<file path="config.mk">
export PLATFORM = sky130hd
export DESIGN_NAME = ysyx_bus_arbiter_flat
export DESIGN_NICKNAME = d
export VERILOG_FILES = /design/src/rtl/ysyx_pkg.sv /design/src/rtl/ysyx_bus_arbiter_if.sv /design/src/rtl/ysyx_bus_arb_pick.sv /design/src/rtl/ysyx_bus_arbiter.sv /design/src/flat_wrapper.sv
export SDC_FILE = /design/constraint.sdc
export NUM_CORES = 1
export LEC_CHECK = 0
export ABC_CLOCK_PERIOD_IN_PS = 2900
export BUFFER_PORTS_ARGS = -buffer_cell sky130_fd_sc_hd__buf_2
export CAP_MARGIN = 0
export CORE_AREA = 2 2 137 139
export DETAILED_ROUTE_END_ITERATION = 10
export DIE_AREA = 0 0 139 141
export PLACE_DENSITY_LB_ADDON = 0.08
export SKIP_CTS_REPAIR_TIMING = 1
export SYNTH_ARGS = -nofsm -noshare
export SYNTH_HDL_FRONTEND = slang
export SYNTH_SLANG_ARGS = --single-unit
</file>
<file path="constraint.sdc">
create_clock -name clock -period 2.9 [get_ports clock]
set_input_delay 0.145 -clock clock [delete_from_list [all_inputs] [get_ports clock]]
set_output_delay 0.145 -clock clock [all_outputs]
set_load 0.01 [all_outputs]
</file>
<file path="src/rtl/ysyx_pkg.sv">
// Shared types and constants for the ysyx memory-bus arbiter.
package ysyx_pkg;

  localparam int XLEN   = 32;
  localparam int STRB_W = XLEN / 8;

  localparam logic [1:0] RESP_OKAY = 2'b00;

  typedef enum logic [2:0] {
    ST_IDLE,
    ST_IFU_AR,
    ST_IFU_R,
    ST_IFU_HOLD,
    ST_LSU_AR,
    ST_LSU_R,
    ST_LSU_W,
    ST_LSU_B
  } ysyx_arb_state_t;

  typedef enum logic [1:0] {
    GNT_NONE,
    GNT_IFU,
    GNT_LSU_RD,
    GNT_LSU_WR
  } ysyx_grant_t;

  function automatic logic resp_err(input logic [1:0] resp);
    return (resp != RESP_OKAY);
  endfunction

endpackage

</file>
<file path="src/rtl/ysyx_bus_arbiter_if.sv">
// IFU, LSU and AXI-master signal bundle; master is the arbiter's view, slave the environment's.
interface ysyx_bus_arbiter_if;
  import ysyx_pkg::*;

  logic              flush_pipeline;
  logic [XLEN-1:0]   ifu_araddr;
  logic              ifu_arvalid;
  logic              ifu_lock;
  logic              bus_ifu_ready;
  logic [XLEN-1:0]   ifu_rdata;
  logic              ifu_rvalid;

  logic [XLEN-1:0]   lsu_araddr;
  logic              lsu_arvalid;
  logic [XLEN-1:0]   lsu_awaddr;
  logic              lsu_awvalid;
  logic [XLEN-1:0]   lsu_wdata;
  logic [STRB_W-1:0] lsu_wstrb;
  logic              lsu_ready;
  logic [XLEN-1:0]   lsu_rdata;
  logic              lsu_rvalid;
  logic              lsu_bvalid;

  logic [XLEN-1:0]   out_araddr;
  logic              out_arvalid;
  logic              arready;
  logic [XLEN-1:0]   rdata;
  logic [1:0]        rresp;
  logic              rvalid;
  logic [XLEN-1:0]   out_awaddr;
  logic              out_awvalid;
  logic [XLEN-1:0]   out_wdata;
  logic [STRB_W-1:0] out_wstrb;
  logic              out_wvalid;
  logic              awready;
  logic              wready;
  logic [1:0]        bresp;
  logic              bvalid;
  logic              out_rready;
  logic              out_bready;
  logic              out_bus_err;

  modport master (
    input  flush_pipeline, ifu_araddr, ifu_arvalid, ifu_lock,
    output bus_ifu_ready, ifu_rdata, ifu_rvalid,
    input  lsu_araddr, lsu_arvalid, lsu_awaddr, lsu_awvalid, lsu_wdata, lsu_wstrb,
    output lsu_ready, lsu_rdata, lsu_rvalid, lsu_bvalid,
    output out_araddr, out_arvalid, out_awaddr, out_awvalid, out_wdata, out_wstrb, out_wvalid,
    input  arready, rdata, rresp, rvalid, awready, wready, bresp, bvalid,
    output out_rready, out_bready, out_bus_err
  );

  modport slave (
    output flush_pipeline, ifu_araddr, ifu_arvalid, ifu_lock,
    input  bus_ifu_ready, ifu_rdata, ifu_rvalid,
    output lsu_araddr, lsu_arvalid, lsu_awaddr, lsu_awvalid, lsu_wdata, lsu_wstrb,
    input  lsu_ready, lsu_rdata, lsu_rvalid, lsu_bvalid,
    input  out_araddr, out_arvalid, out_awaddr, out_awvalid, out_wdata, out_wstrb, out_wvalid,
    output arready, rdata, rresp, rvalid, awready, wready, bresp, bvalid,
    input  out_rready, out_bready, out_bus_err
  );

endinterface

</file>
<file path="src/rtl/ysyx_bus_arb_pick.sv">
// IDLE grant selection with a saturating IFU-starvation counter.
module ysyx_bus_arb_pick
  import ysyx_pkg::*;
#(
  parameter int STARVE_MAX = 4
) (
  input  logic        clock,
  input  logic        reset,
  input  logic        idle_i,
  input  logic        ifu_hold_acc_i,
  input  logic        ifu_arvalid_i,
  input  logic        lsu_arvalid_i,
  input  logic        lsu_awvalid_i,
  output ysyx_grant_t grant_o
);

  localparam int CNT_W = $clog2(STARVE_MAX + 1);
  localparam logic [CNT_W-1:0] CNT_MAX = CNT_W'(STARVE_MAX);

  logic [CNT_W-1:0] starve_cnt_q;
  logic [CNT_W-1:0] starve_cnt_d;
  logic             starved_s;
  logic             lsu_gnt_s;

  assign starved_s = (starve_cnt_q == CNT_MAX);
  assign lsu_gnt_s = (grant_o == GNT_LSU_RD) || (grant_o == GNT_LSU_WR);

  // Fixed priority: starved IFU, LSU read, LSU write, IFU read.
  always_comb begin
    grant_o = GNT_NONE;
    if (!idle_i) begin
      grant_o = GNT_NONE;
    end else if (ifu_arvalid_i && starved_s) begin
      grant_o = GNT_IFU;
    end else if (lsu_arvalid_i) begin
      grant_o = GNT_LSU_RD;
    end else if (lsu_awvalid_i) begin
      grant_o = GNT_LSU_WR;
    end else if (ifu_arvalid_i) begin
      grant_o = GNT_IFU;
    end else begin
      grant_o = GNT_NONE;
    end
  end

  // Count LSU wins over a waiting IFU; any IFU win or an idle IFU resets it.
  always_comb begin
    starve_cnt_d = starve_cnt_q;
    if (ifu_hold_acc_i || (grant_o == GNT_IFU)) begin
      starve_cnt_d = {CNT_W{1'b0}};
    end else if (idle_i && !ifu_arvalid_i) begin
      starve_cnt_d = {CNT_W{1'b0}};
    end else if (lsu_gnt_s && ifu_arvalid_i && !starved_s) begin
      starve_cnt_d = starve_cnt_q + CNT_W'(1);
    end else begin
      starve_cnt_d = starve_cnt_q;
    end
  end

  // Starvation counter register.
  always_ff @(posedge clock) begin
    if (reset) begin
      starve_cnt_q <= {CNT_W{1'b0}};
    end else begin
      starve_cnt_q <= starve_cnt_d;
    end
  end

endmodule

</file>
<file path="src/rtl/ysyx_bus_arbiter.sv">
// Shares one simplified AXI master between IFU line refills and the LSU,
// with IFU lock, bounded IFU starvation and flush-driven read-data dropping.
module ysyx_bus_arbiter
  import ysyx_pkg::*;
#(
  parameter int STARVE_MAX = 4
) (
  input logic               clock,
  input logic               reset,
  ysyx_bus_arbiter_if.master bus
);

  ysyx_arb_state_t   state_q;
  logic [XLEN-1:0]   araddr_q;
  logic              arvalid_q;
  logic [XLEN-1:0]   awaddr_q;
  logic              awvalid_q;
  logic [XLEN-1:0]   wdata_q;
  logic [STRB_W-1:0] wstrb_q;
  logic              wvalid_q;
  logic              drop_q;

  ysyx_grant_t grant_s;
  logic        idle_s;
  logic        hold_s;
  logic        hold_acc_s;
  logic        ifu_r_hs_s;
  logic        lsu_r_hs_s;
  logic        lsu_b_hs_s;
  logic        aw_done_s;
  logic        w_done_s;

  assign idle_s     = (state_q == ST_IDLE) && !reset;
  assign hold_s     = (state_q == ST_IFU_HOLD) && !reset && !bus.flush_pipeline;
  assign hold_acc_s = hold_s && bus.ifu_arvalid;
  assign ifu_r_hs_s = (state_q == ST_IFU_R) && bus.rvalid && !reset;
  assign lsu_r_hs_s = (state_q == ST_LSU_R) && bus.rvalid && !reset;
  assign lsu_b_hs_s = (state_q == ST_LSU_B) && bus.bvalid && !reset;
  assign aw_done_s  = !awvalid_q || bus.awready;
  assign w_done_s   = !wvalid_q || bus.wready;

  ysyx_bus_arb_pick #(
    .STARVE_MAX(STARVE_MAX)
  ) u_pick (
    .clock         (clock),
    .reset         (reset),
    .idle_i        (idle_s),
    .ifu_hold_acc_i(hold_acc_s),
    .ifu_arvalid_i (bus.ifu_arvalid),
    .lsu_arvalid_i (bus.lsu_arvalid),
    .lsu_awvalid_i (bus.lsu_awvalid),
    .grant_o       (grant_s)
  );

  // Ownership FSM plus AR/AW/W request registers and the flush drop flag.
  always_ff @(posedge clock) begin
    if (reset) begin
      state_q   <= ST_IDLE;
      araddr_q  <= {XLEN{1'b0}};
      arvalid_q <= 1'b0;
      awaddr_q  <= {XLEN{1'b0}};
      awvalid_q <= 1'b0;
      wdata_q   <= {XLEN{1'b0}};
      wstrb_q   <= {STRB_W{1'b0}};
      wvalid_q  <= 1'b0;
      drop_q    <= 1'b0;
    end else begin
      case (state_q)
        ST_IDLE: begin
          case (grant_s)
            GNT_IFU: begin
              araddr_q  <= bus.ifu_araddr;
              arvalid_q <= 1'b1;
              drop_q    <= 1'b0;
              state_q   <= ST_IFU_AR;
            end
            GNT_LSU_RD: begin
              araddr_q  <= bus.lsu_araddr;
              arvalid_q <= 1'b1;
              state_q   <= ST_LSU_AR;
            end
            GNT_LSU_WR: begin
              awaddr_q  <= bus.lsu_awaddr;
              wdata_q   <= bus.lsu_wdata;
              wstrb_q   <= bus.lsu_wstrb;
              awvalid_q <= 1'b1;
              wvalid_q  <= 1'b1;
              state_q   <= ST_LSU_W;
            end
            default: state_q <= ST_IDLE;
          endcase
        end
        ST_IFU_AR: begin
          // A flush cannot withdraw AR; remember to discard the returning beat.
          if (bus.flush_pipeline) begin
            drop_q <= 1'b1;
          end
          if (bus.arready) begin
            arvalid_q <= 1'b0;
            state_q   <= ST_IFU_R;
          end
        end
        ST_IFU_R: begin
          if (bus.rvalid) begin
            drop_q  <= 1'b0;
            state_q <= (bus.ifu_lock && !bus.flush_pipeline && !drop_q) ? ST_IFU_HOLD : ST_IDLE;
          end else if (bus.flush_pipeline) begin
            drop_q <= 1'b1;
          end
        end
        ST_IFU_HOLD: begin
          if (bus.flush_pipeline) begin
            state_q <= ST_IDLE;
          end else if (bus.ifu_arvalid) begin
            araddr_q  <= bus.ifu_araddr;
            arvalid_q <= 1'b1;
            state_q   <= ST_IFU_AR;
          end else if (!bus.ifu_lock) begin
            state_q <= ST_IDLE;
          end
        end
        ST_LSU_AR: begin
          if (bus.arready) begin
            arvalid_q <= 1'b0;
            state_q   <= ST_LSU_R;
          end
        end
        ST_LSU_R: begin
          if (bus.rvalid) begin
            state_q <= ST_IDLE;
          end
        end
        ST_LSU_W: begin
          if (bus.awready) begin
            awvalid_q <= 1'b0;
          end
          if (bus.wready) begin
            wvalid_q <= 1'b0;
          end
          if (aw_done_s && w_done_s) begin
            state_q <= ST_LSU_B;
          end
        end
        ST_LSU_B: begin
          if (bus.bvalid) begin
            state_q <= ST_IDLE;
          end
        end
        default: state_q <= ST_IDLE;
      endcase
    end
  end

  assign bus.bus_ifu_ready = (idle_s && (grant_s == GNT_IFU)) || hold_s;
  assign bus.lsu_ready     = idle_s && ((grant_s == GNT_LSU_RD) || (grant_s == GNT_LSU_WR));

  assign bus.ifu_rdata  = bus.rdata;
  assign bus.ifu_rvalid = ifu_r_hs_s && !drop_q && !bus.flush_pipeline;
  assign bus.lsu_rdata  = bus.rdata;
  assign bus.lsu_rvalid = lsu_r_hs_s;
  assign bus.lsu_bvalid = lsu_b_hs_s;

  assign bus.out_araddr  = araddr_q;
  assign bus.out_arvalid = arvalid_q;
  assign bus.out_awaddr  = awaddr_q;
  assign bus.out_awvalid = awvalid_q;
  assign bus.out_wdata   = wdata_q;
  assign bus.out_wstrb   = wstrb_q;
  assign bus.out_wvalid  = wvalid_q;
  assign bus.out_rready  = 1'b1;
  assign bus.out_bready  = 1'b1;

  // Errors are flagged alongside, never instead of, the data/completion pulse.
  assign bus.out_bus_err = ((ifu_r_hs_s || lsu_r_hs_s) && resp_err(bus.rresp))
                        || (lsu_b_hs_s && resp_err(bus.bresp));

endmodule

</file>
<file path="src/flat_wrapper.sv">
// flat-port wrapper written by rule: the top's interface ports become plain ports
module ysyx_bus_arbiter_flat import ysyx_pkg::*;
#(
  parameter int STARVE_MAX = 4
)
  (clock, reset, bus_flush_pipeline, bus_ifu_araddr, bus_ifu_arvalid, bus_ifu_lock, bus_bus_ifu_ready, bus_ifu_rdata, bus_ifu_rvalid, bus_lsu_araddr, bus_lsu_arvalid, bus_lsu_awaddr, bus_lsu_awvalid, bus_lsu_wdata, bus_lsu_wstrb, bus_lsu_ready, bus_lsu_rdata, bus_lsu_rvalid, bus_lsu_bvalid, bus_out_araddr, bus_out_arvalid, bus_out_awaddr, bus_out_awvalid, bus_out_wdata, bus_out_wstrb, bus_out_wvalid, bus_arready, bus_rdata, bus_rresp, bus_rvalid, bus_awready, bus_wready, bus_bresp, bus_bvalid, bus_out_rready, bus_out_bready, bus_out_bus_err);
  ysyx_bus_arbiter_if bus_i ();
  input logic clock;
  input logic reset;
  input wire logic [$bits(bus_i.flush_pipeline)-1:0] bus_flush_pipeline;
  input wire logic [$bits(bus_i.ifu_araddr)-1:0] bus_ifu_araddr;
  input wire logic [$bits(bus_i.ifu_arvalid)-1:0] bus_ifu_arvalid;
  input wire logic [$bits(bus_i.ifu_lock)-1:0] bus_ifu_lock;
  output wire logic [$bits(bus_i.bus_ifu_ready)-1:0] bus_bus_ifu_ready;
  output wire logic [$bits(bus_i.ifu_rdata)-1:0] bus_ifu_rdata;
  output wire logic [$bits(bus_i.ifu_rvalid)-1:0] bus_ifu_rvalid;
  input wire logic [$bits(bus_i.lsu_araddr)-1:0] bus_lsu_araddr;
  input wire logic [$bits(bus_i.lsu_arvalid)-1:0] bus_lsu_arvalid;
  input wire logic [$bits(bus_i.lsu_awaddr)-1:0] bus_lsu_awaddr;
  input wire logic [$bits(bus_i.lsu_awvalid)-1:0] bus_lsu_awvalid;
  input wire logic [$bits(bus_i.lsu_wdata)-1:0] bus_lsu_wdata;
  input wire logic [$bits(bus_i.lsu_wstrb)-1:0] bus_lsu_wstrb;
  output wire logic [$bits(bus_i.lsu_ready)-1:0] bus_lsu_ready;
  output wire logic [$bits(bus_i.lsu_rdata)-1:0] bus_lsu_rdata;
  output wire logic [$bits(bus_i.lsu_rvalid)-1:0] bus_lsu_rvalid;
  output wire logic [$bits(bus_i.lsu_bvalid)-1:0] bus_lsu_bvalid;
  output wire logic [$bits(bus_i.out_araddr)-1:0] bus_out_araddr;
  output wire logic [$bits(bus_i.out_arvalid)-1:0] bus_out_arvalid;
  output wire logic [$bits(bus_i.out_awaddr)-1:0] bus_out_awaddr;
  output wire logic [$bits(bus_i.out_awvalid)-1:0] bus_out_awvalid;
  output wire logic [$bits(bus_i.out_wdata)-1:0] bus_out_wdata;
  output wire logic [$bits(bus_i.out_wstrb)-1:0] bus_out_wstrb;
  output wire logic [$bits(bus_i.out_wvalid)-1:0] bus_out_wvalid;
  input wire logic [$bits(bus_i.arready)-1:0] bus_arready;
  input wire logic [$bits(bus_i.rdata)-1:0] bus_rdata;
  input wire logic [$bits(bus_i.rresp)-1:0] bus_rresp;
  input wire logic [$bits(bus_i.rvalid)-1:0] bus_rvalid;
  input wire logic [$bits(bus_i.awready)-1:0] bus_awready;
  input wire logic [$bits(bus_i.wready)-1:0] bus_wready;
  input wire logic [$bits(bus_i.bresp)-1:0] bus_bresp;
  input wire logic [$bits(bus_i.bvalid)-1:0] bus_bvalid;
  output wire logic [$bits(bus_i.out_rready)-1:0] bus_out_rready;
  output wire logic [$bits(bus_i.out_bready)-1:0] bus_out_bready;
  output wire logic [$bits(bus_i.out_bus_err)-1:0] bus_out_bus_err;
  assign bus_i.flush_pipeline = bus_flush_pipeline;
  assign bus_i.ifu_araddr = bus_ifu_araddr;
  assign bus_i.ifu_arvalid = bus_ifu_arvalid;
  assign bus_i.ifu_lock = bus_ifu_lock;
  assign bus_bus_ifu_ready = bus_i.bus_ifu_ready;
  assign bus_ifu_rdata = bus_i.ifu_rdata;
  assign bus_ifu_rvalid = bus_i.ifu_rvalid;
  assign bus_i.lsu_araddr = bus_lsu_araddr;
  assign bus_i.lsu_arvalid = bus_lsu_arvalid;
  assign bus_i.lsu_awaddr = bus_lsu_awaddr;
  assign bus_i.lsu_awvalid = bus_lsu_awvalid;
  assign bus_i.lsu_wdata = bus_lsu_wdata;
  assign bus_i.lsu_wstrb = bus_lsu_wstrb;
  assign bus_lsu_ready = bus_i.lsu_ready;
  assign bus_lsu_rdata = bus_i.lsu_rdata;
  assign bus_lsu_rvalid = bus_i.lsu_rvalid;
  assign bus_lsu_bvalid = bus_i.lsu_bvalid;
  assign bus_out_araddr = bus_i.out_araddr;
  assign bus_out_arvalid = bus_i.out_arvalid;
  assign bus_out_awaddr = bus_i.out_awaddr;
  assign bus_out_awvalid = bus_i.out_awvalid;
  assign bus_out_wdata = bus_i.out_wdata;
  assign bus_out_wstrb = bus_i.out_wstrb;
  assign bus_out_wvalid = bus_i.out_wvalid;
  assign bus_i.arready = bus_arready;
  assign bus_i.rdata = bus_rdata;
  assign bus_i.rresp = bus_rresp;
  assign bus_i.rvalid = bus_rvalid;
  assign bus_i.awready = bus_awready;
  assign bus_i.wready = bus_wready;
  assign bus_i.bresp = bus_bresp;
  assign bus_i.bvalid = bus_bvalid;
  assign bus_out_rready = bus_i.out_rready;
  assign bus_out_bready = bus_i.out_bready;
  assign bus_out_bus_err = bus_i.out_bus_err;
  ysyx_bus_arbiter #(.STARVE_MAX(STARVE_MAX)) u_core (.clock(clock), .reset(reset), .bus(bus_i));
endmodule
</file>
# Yosys cells after proc, flatten, opt, wreduce, memory -nomap -nowiden
# Cells that the tools add are included.
# word_totals
ff_bits	110
in_bits	180
wordCells	127
# op_classes
addsub	1
n_eq_ne	27
mux	35
reduce_logical	54
# op_table
operator	count
$pmux W32 S2	2
$mux W32	2
$mux W3	9
$ne A2 B2 Y1 const B	12
$pmux W3 S8	1
$logic_and A1 B1 Y1	23
$eq A3 B3 Y1 const B	5
$mux W1	11
$mux W2	5
$pmux W3 S3	1
$reduce_bool A2 Y1	4
$logic_not A1 Y1	7
$logic_or A1 B1 Y1	7
$reduce_and A7 Y1	1
$eq A3 B2 Y1 const B	2
$pmux W1 S3	2
$reduce_and A3 Y1	2
$reduce_bool A3 Y1	2
$reduce_and A5 Y1	1
$eq A2 B2 Y1 const B	2
$ne A2 B1 Y1 const B	2
$ne A4 B4 Y1 const B	1
$pmux W1 S2	2
$reduce_and A2 Y1	2
other kinds (8)	9

# Depth between registers and ports, before layout
# Gate-level depths: netlist (run 1).
# logic_depth
depth_word	9
ltp_mapped	13

# Modules after synthesis
# From an unflattened synthesis (run 1), not the netlist that was laid out.
# hier_totals
cells_unflattened	633
hier_area_um2	5315.1
# by_module_without_submodules
mod	instances	cells_each	area_per_inst_um2	seq_area_each_um2
ysyx_bus_arbiter	1	607	5096.1	2142.1
ysyx_bus_arb_pick	1	26	219.0	60.1

# Worst setup path before layout (run 1)
# Ideal clock, no wire load.
# synth_timing
kind	reg2reg
startpoint	reg u_core.state_q[0]
endpoint	reg u_core.araddr_q[21] (netlist: u_core.bus.out_araddr[21])
arrival_ps	2217
path_slack_ps	537
stages_incl_launch_ff	11
path_buffers	4
path_cell_list	dfxtp_1 -> buf_4 -> buf_2 -> nor4_1 -> nand2_1 -> ha_1 -> or3_1 -> a21oi_1 -> buf_4 -> buf_2 -> a211oi_2
# synth_via
elab_chain_len	6
word_cells_on_any_way	13
cone_classes	6 x eq/ne; 3 x mux; 4 x reduce/logical
# synth_rtl
element	line	rtl
start: declaration	ysyx_bus_arbiter.sv:13	ysyx_arb_state_t state_q;
start signal: assignment	ysyx_bus_arbiter.sv:106	state_q <= (bus.ifu_lock && !bus.flush_pipeline && !drop_q) ? ST_IFU_HOLD : ST_IDLE;
$logic_not A3 Y1	ysyx_bus_arbiter.sv:33, ysyx_bus_arbiter.sv:68	
$logic_and A1 B1 Y1	ysyx_bus_arbiter.sv:33	assign idle_s = (state_q == ST_IDLE) && !reset;
$mux W2	ysyx_bus_arb_pick.sv:31	if (!idle_i) begin
$eq A2 B2 Y1 / $eq A2 B1 Y1 (equally long branches)	ysyx_bus_arbiter.sv:70	case (grant_s)
$pmux W32 S2 / $ne A3 B3 Y1 (equally long branches)	-	
$pmux W32 S2 / $reduce_and A4 Y1 (equally long branches)	-	
end signal: assignment	ysyx_bus_arbiter.sv:59	araddr_q <= {XLEN{1'b0}};
end signal: assignment	ysyx_bus_arbiter.sv:72	araddr_q <= bus.ifu_araddr;
end signal: assignment	ysyx_bus_arbiter.sv:78	araddr_q <= bus.lsu_araddr;
end: declaration	ysyx_bus_arbiter.sv:14	logic [XLEN-1:0] araddr_q;
# Several ways; a longest one is shown, not always the timed one.
# A chain may end at the register's enable or synchronous reset.

# Final worst setup path (run 1)
# layout_timing
startpoint	reg u_core.state_q[2]
endpoint	reg u_core.araddr_q[12] (netlist: u_core.bus.out_araddr[12])
# Same word-level chain as after synthesis.

==> out/results.txt, run 1 <==
Tmin final -> 2560 ps
Total wire length -> 14800 microns
Gate Count Post-Synth -> 631
CP Launch Type -> register
Root Driver -> clkbuf_16
Clk slew on worst S/H paths -> 80 ps
Gp weighted congestion -> 0.773
DRC errors left -> 0
Commonest non-fill, non-tap cell in the layout -> buf_2
Unrepaired setup endpoints after global routing -> false
First-pass GRT wire length -> 23600 microns
Type of the most critical hold path -> input port to register
Count of pins over their slew limit -> 0
Crit. End Element -> register
Vias in the first global route -> 4630
Final hold violations -> 0
Maxcap violations -> 0
Final Skew -> 11.6 ps
GRT Residual Overflow -> 0
Detail Route met2 WL -> 6650 microns
Max-Slew Margin vs Limit -> 36.0%
Total power -> 4.85 mW
Diodes inserted -> 0
Initial antenna violation count -> 0
Cell Area, Placed -> 6230 sq um
Crit-path max FO -> 65
Max Used Layer -> met4
Status -> completed
#FFs+latches synth -> 110
H-Tree Depth -> 3
Io pins -> 355
CP arrival -> 2810 ps
Std-Cell Rows -> 50
Deepest clock path buffer count -> 2
Number of synthesized flops with an enable pin -> 0
Chip Width -> 139 microns
TritonCTS buffer count -> 9
GRT Util Overall -> 14.6%
DR WL met3 -> 1500 microns
Power Dens Cells -> 745 nW/um^2
CTS tree -> yes
Async SR Flop Fraction -> 0%
Synth Area per Inst -> 8.33 sq um
YS warnings -> 0
VDD IR max -> 295 uV
Distinct cells, synth -> 40
Area delta synth->final -> 24.0%
Top_reg_cell synth -> dfxtp_1
PortBufs -> 256
Drt via density -> 4.57
Largest net degree at the start of global routing -> 87
Core Util, Final -> 35.7%
Core box area -> 18300 sq um
Initial Utilization -> 28.8%
Final net count -> 983
Vias -> 4736
Required time worst endpoint -> 3160 ps
First-pass iteration count of the detailed router -> 4
Leak -> 3.01 nW
Clock latency on the worst-skew pair -> 350 ps
Layout cells sized above 1 -> 38.9%
Routed Antenna Nets -> 0
Fin crit share -> 88.1%
Final Worst Setup Slack -> 345 ps
Setup violators final -> 0
Most frequent cells in the layout -> buf_2, nand2_1, dfxtp_1
Estimated wirelength of the detail-placed design -> 10700 microns
DRT iter0 DRCs -> 172
DRT met1 WL -> 6390 microns
CTS Sinks -> 110
Sequential share of the synthesized area -> 41.9%
Die Y -> 141 microns
Die ar. -> 19600 sq um
Finished Cell Area -> 6520 sq um
Post-synthesis instance area -> 5260 sq um
Crit Path Category -> register to register
Post-Place Worst Slack -> 365 ps
Wire length per cell -> 14.3 microns
Slew @ Worst Pin -> 959 ps
FILL cells -> 1984
Setup TNS Final -> 0 ps
Max Fclk -> 391 MHz
[logic make-up (layout without fill, tap and decap cells)]
family | count (synthesis) | count (layout) | synth area share, %
compound gates | 130 | 130 | 17.0
xor+xnor | 2 | 2 | 0.333
fa+ha+maj | 5 | 5 | 1.19
buf+inv | 121 | 292 | 14.5
flops | 110 | 110 | 41.9
mux | 37 | 37 | 7.07
other cells | 1 | 2 | 0.0713
simple gates | 225 | 225 | 17.9
[report_power, final]
group	leakage, nW	internal, mW	switching (mW)
sequential	0.894	1.72	0.110
clock	0.144	0.641	0.599
combinational	1.97	0.737	1.04
total	3.01	3.10	1.75
[sequential cells by signal, summed over array words and instances, names as in the netlist]
name                        flops
u_core.bus.out_wvalid           1
u_core.bus.out_awvalid          1
u_core.bus.out_awaddr          32
u_core.bus.out_araddr          32
u_core.bus.out_arvalid          1
u_core.bus.out_wstrb            4
u_core.u_pick.starve_cnt_q      3
u_core.drop_q                   1
u_core.bus.out_wdata           32
u_core.state_q                  3
[metal layers]
metal	GRT usage [%]	up-vias
li1	-	2376
met1	17.6	2125
met2	23.6	212
met3	5.94	23
met4	5.32	0
met5	0	-
[cells in the mapped netlist, types with 2 or more instances]
cell / n / share of area [%]
a21oi_1: 72 / 6.9
buf_4: 74 / 11
nand3b_1: 2 / 0.29
o31ai_1: 3 / 0.43
nor4_1: 4 / 0.48
nand2_1: 144 / 10
ha_1: 5 / 1.2
clkbuf_1: 21 / 1.5
a41oi_1: 2 / 0.33
a211oi_1: 13 / 1.9
a31oi_1: 3 / 0.36
inv_1: 9 / 0.64
dfxtp_1: 110 / 42
nor3_1: 6 / 0.57
a211oi_2: 20 / 4.8
nor2_1: 44 / 3.1
nand2b_1: 9 / 1.1
buf_2: 14 / 1.3
mux2i_1: 36 / 6.9
a211o_1: 2 / 0.33
buf_6: 2 / 0.43
nand3_1: 4 / 0.38
nand4b_1: 3 / 0.50
o21ai_0: 10 / 0.95
or3_1: 4 / 0.48
[critical path, stage by stage, from the launching register on]
cell and delay, ps:
dfxtp_1 350, nor3_2 310, nand2b_1 120, nor2_1 210
ha_1 280, or3_1 360, a21oi_4 190, buf_12 280
nor2_1 90, a211oi_1 230
[final cells by class]
class                      count  area, sq um  area share, %
sequential                   110         2200           33.8
clock buffer                  11          253           3.88
inverter                      10         37.5          0.576
tap                          234          293           4.49
multi-input combinational    401         2310           35.4
timing repair buffer         266         1380           21.2
clock inverter                 5         41.3          0.633
[stage by stage]
stage          std cells  hold WS [ps]
5_1_grt             1037          15.6
3_5_place_dp        1021           290
3_3_place_gp        1021           290
4_1_cts             1037          9.01
6_report            1037          21.7
2_1_floorplan        632           281
[final timing paths]
path | slack [ps] | endpoint | cells after the start | startpoint
worst max-delay path | 340 | u_core.bus.out_araddr[12] | 9 | u_core.state_q[2]
worst min register to register | 450 | u_core.bus.out_wdata[15] | 2 | u_core.bus.out_wdata[15]
worst max register to register | 340 | u_core.bus.out_araddr[12] | 9 | u_core.state_q[2]
worst min-delay path | 20 | u_core.bus.out_awaddr[28] | 3 | bus_lsu_awaddr[28]
Note: power is estimated with default switching activity, not from simulation.
==> inputs of run 2 (changes only) <==
Settings changed: ABC_CLOCK_PERIOD_IN_PS 2900 to 2400, CAP_MARGIN 0 to unset.
Clock period 2.9 ns to 2.4 ns, I/O delays scaled along.
==> run 2 against run 1 <==
Compared with the run above:
- the run now ends with negative hold slack left
- sequential share of layout area down 2.1 points
- combinational power up 48%
- sequential cell count unchanged
- utilization up 2.4 points
- critical endpoint is now u_core.bus.out_araddr[3]
- largest cell class unchanged
==> out/results.txt, run 2 (synthesized netlist as in run 1, its figures left out) <==
Final hold violations -> 1
Crit-path max FO -> 11
Leak -> 3.19 nW
Drt via density -> 4.57
Largest net degree at the start of global routing -> 59
First-pass iteration count of the detailed router -> 4
Routed Antenna Nets -> 0
Gp weighted congestion -> 0.791
Chip Width -> 139 microns
Max-Slew Margin vs Limit -> 49.2%
Initial antenna violation count -> 0
Slowest cell delay on critical path -> 340 ps
PortBufs -> 256
Setup violators final -> 0
Layout cells sized above 1 -> 40.7%
Final Skew -> 9.38 ps
Die Y -> 141 microns
CP Launch Type -> register
Count of pins over their slew limit -> 0
Die ar. -> 19600 sq um
Crit Path Category -> register to register
Tmin final -> 2280 ps
First-pass GRT wire length -> 23800 microns
Violated checks -> negative hold slack
Hold Slack -> -2.27 ps
Vias -> 4863
Maxcap violations -> 0
Vias in the first global route -> 4640
Clk slew on worst S/H paths -> 80 ps
Required time worst endpoint -> 2660 ps
Diodes inserted -> 0
Core box area -> 18300 sq um
H-Tree Depth -> 3
R2r startpoint -> u_core.u_pick.starve_cnt_q[0]
R2r worst-path depth -> 12
Most frequent cells in the layout -> buf_2, nand2_1, dfxtp_1
Estimated wirelength of the detail-placed design -> 11100 microns
Status -> finished with violations
GRT Residual Overflow -> 0
CP arrival -> 2540 ps
Std-Cell Rows -> 50
Setup slack, reg-to-reg -> 120 ps
Min-Delay Path Depth -> 3
Root Driver -> clkbuf_16
Final net count -> 1012
Io pins -> 355
Hold Crit Start -> bus_lsu_wdata[14]
Power Dens Cells -> 909 nW/um^2
TritonCTS buffer count -> 9
Cells along the critical path -> inv_1 > ha_2 > nand3_2 > o21ai_0 > nand2_1 > ha_4 > or3_4 > a21oi_4 > buf_12 > clkbuf_16 > nor2_1 > a211oi_1
CTS Sinks -> 110
Type of the most critical hold path -> input port to register
Total wire length -> 15400 microns
VDD IR max -> 512 uV
Area delta synth->final -> 32.2%
Commonest non-fill, non-tap cell in the layout -> buf_2
DRC errors left -> 0
GRT Util Overall -> 14.9%
Slew @ Worst Pin -> 762 ps
Deepest clock path buffer count -> 2
Max Fclk -> 438 MHz
DRT iter0 DRCs -> 134
Worst path slowest cell -> or3_4
Critical R2R Capture -> u_core.bus.out_araddr[3]
Wire length per cell -> 14.5 microns
Worst Hold End -> u_core.bus.out_wdata[14]
Initial Utilization -> 28.8%
CTS tree -> yes
Clock latency on the worst-skew pair -> 350 ps
Total power -> 6.32 mW
Fin crit share -> 95.0%
Crit. End Element -> register
[run 2: area by class of cell]
cell class / instances / area (sq um)
multi-input cells: 401 / 2370
fillers: 1966 / 11300
clock inverters: 4 / 37.5
inverters: 10 / 37.5
flip-flops and latches: 110 / 2200
clock buffers: 11 / 253
well taps: 234 / 293
repair buffers: 295 / 1750
[run 2: routing by layer]
layer | vias up | track usage, % | part of all wire [%]
met5 | - | 0 | 0
met4 | 0 | 5.58 | 1.6
met3 | 20 | 5.84 | 9.4
met2 | 216 | 24.7 | 47
met1 | 2194 | 17.5 | 42
li1 | 2433 | - | -
[run 2: report_power, final]
part | switching [mW] | internal [mW] | leakage (nW) | total (mW)
logic | 1.40 | 1.23 | 2.16 | 2.63
registers | 0.129 | 2.08 | 0.895 | 2.21
clock network | 0.703 | 0.773 | 0.145 | 1.48
total | 2.23 | 4.09 | 3.19 | 6.32
[run 2: worst max path at each step]
stage                           endpoint  depth (start not counted)  slack [ps]                           from
2_1_floorplan  u_core.bus.out_araddr[21]                         10          40              u_core.state_q[0]
3_3_place_gp   u_core.bus.out_araddr[12]                         11          40  u_core.u_pick.starve_cnt_q[0]
3_5_place_dp   u_core.bus.out_araddr[12]                         11         -70  u_core.u_pick.starve_cnt_q[0]
4_1_cts        u_core.bus.out_araddr[14]                         11        -110  u_core.u_pick.starve_cnt_q[0]
5_1_grt                bus_bus_ifu_ready                         12         -10  u_core.u_pick.starve_cnt_q[0]
6_report        u_core.bus.out_araddr[3]                         12         120  u_core.u_pick.starve_cnt_q[0]
[run 2: worst max-delay path: cells and delay by family (launching register included)]
family                     cells  cell delay [ps]
AOI/OAI and AO/OA              3              430
adders and majority gates      2              430
buffers and inverters          3              390
DFF                            1              330
and+or+nand+nor                4              600
[run 2: through the flow]
stage | TNS (ps) | utilization (%) | setup slack, ps | instances | area, sq um
3_3_place_gp | 0 | 34.7 | 43.1 | 1030 | 6330
5_1_grt | -17.2 | 38.0 | -10.2 | 1065 | 6950
3_5_place_dp | -1210 | 34.7 | -74.1 | 1030 | 6330
4_1_cts | -1880 | 36.2 | -108 | 1045 | 6620
2_1_floorplan | 0 | - | 36.8 | 632 | 5260
6_report | 0 | 38.0 | 119 | 1065 | 6950
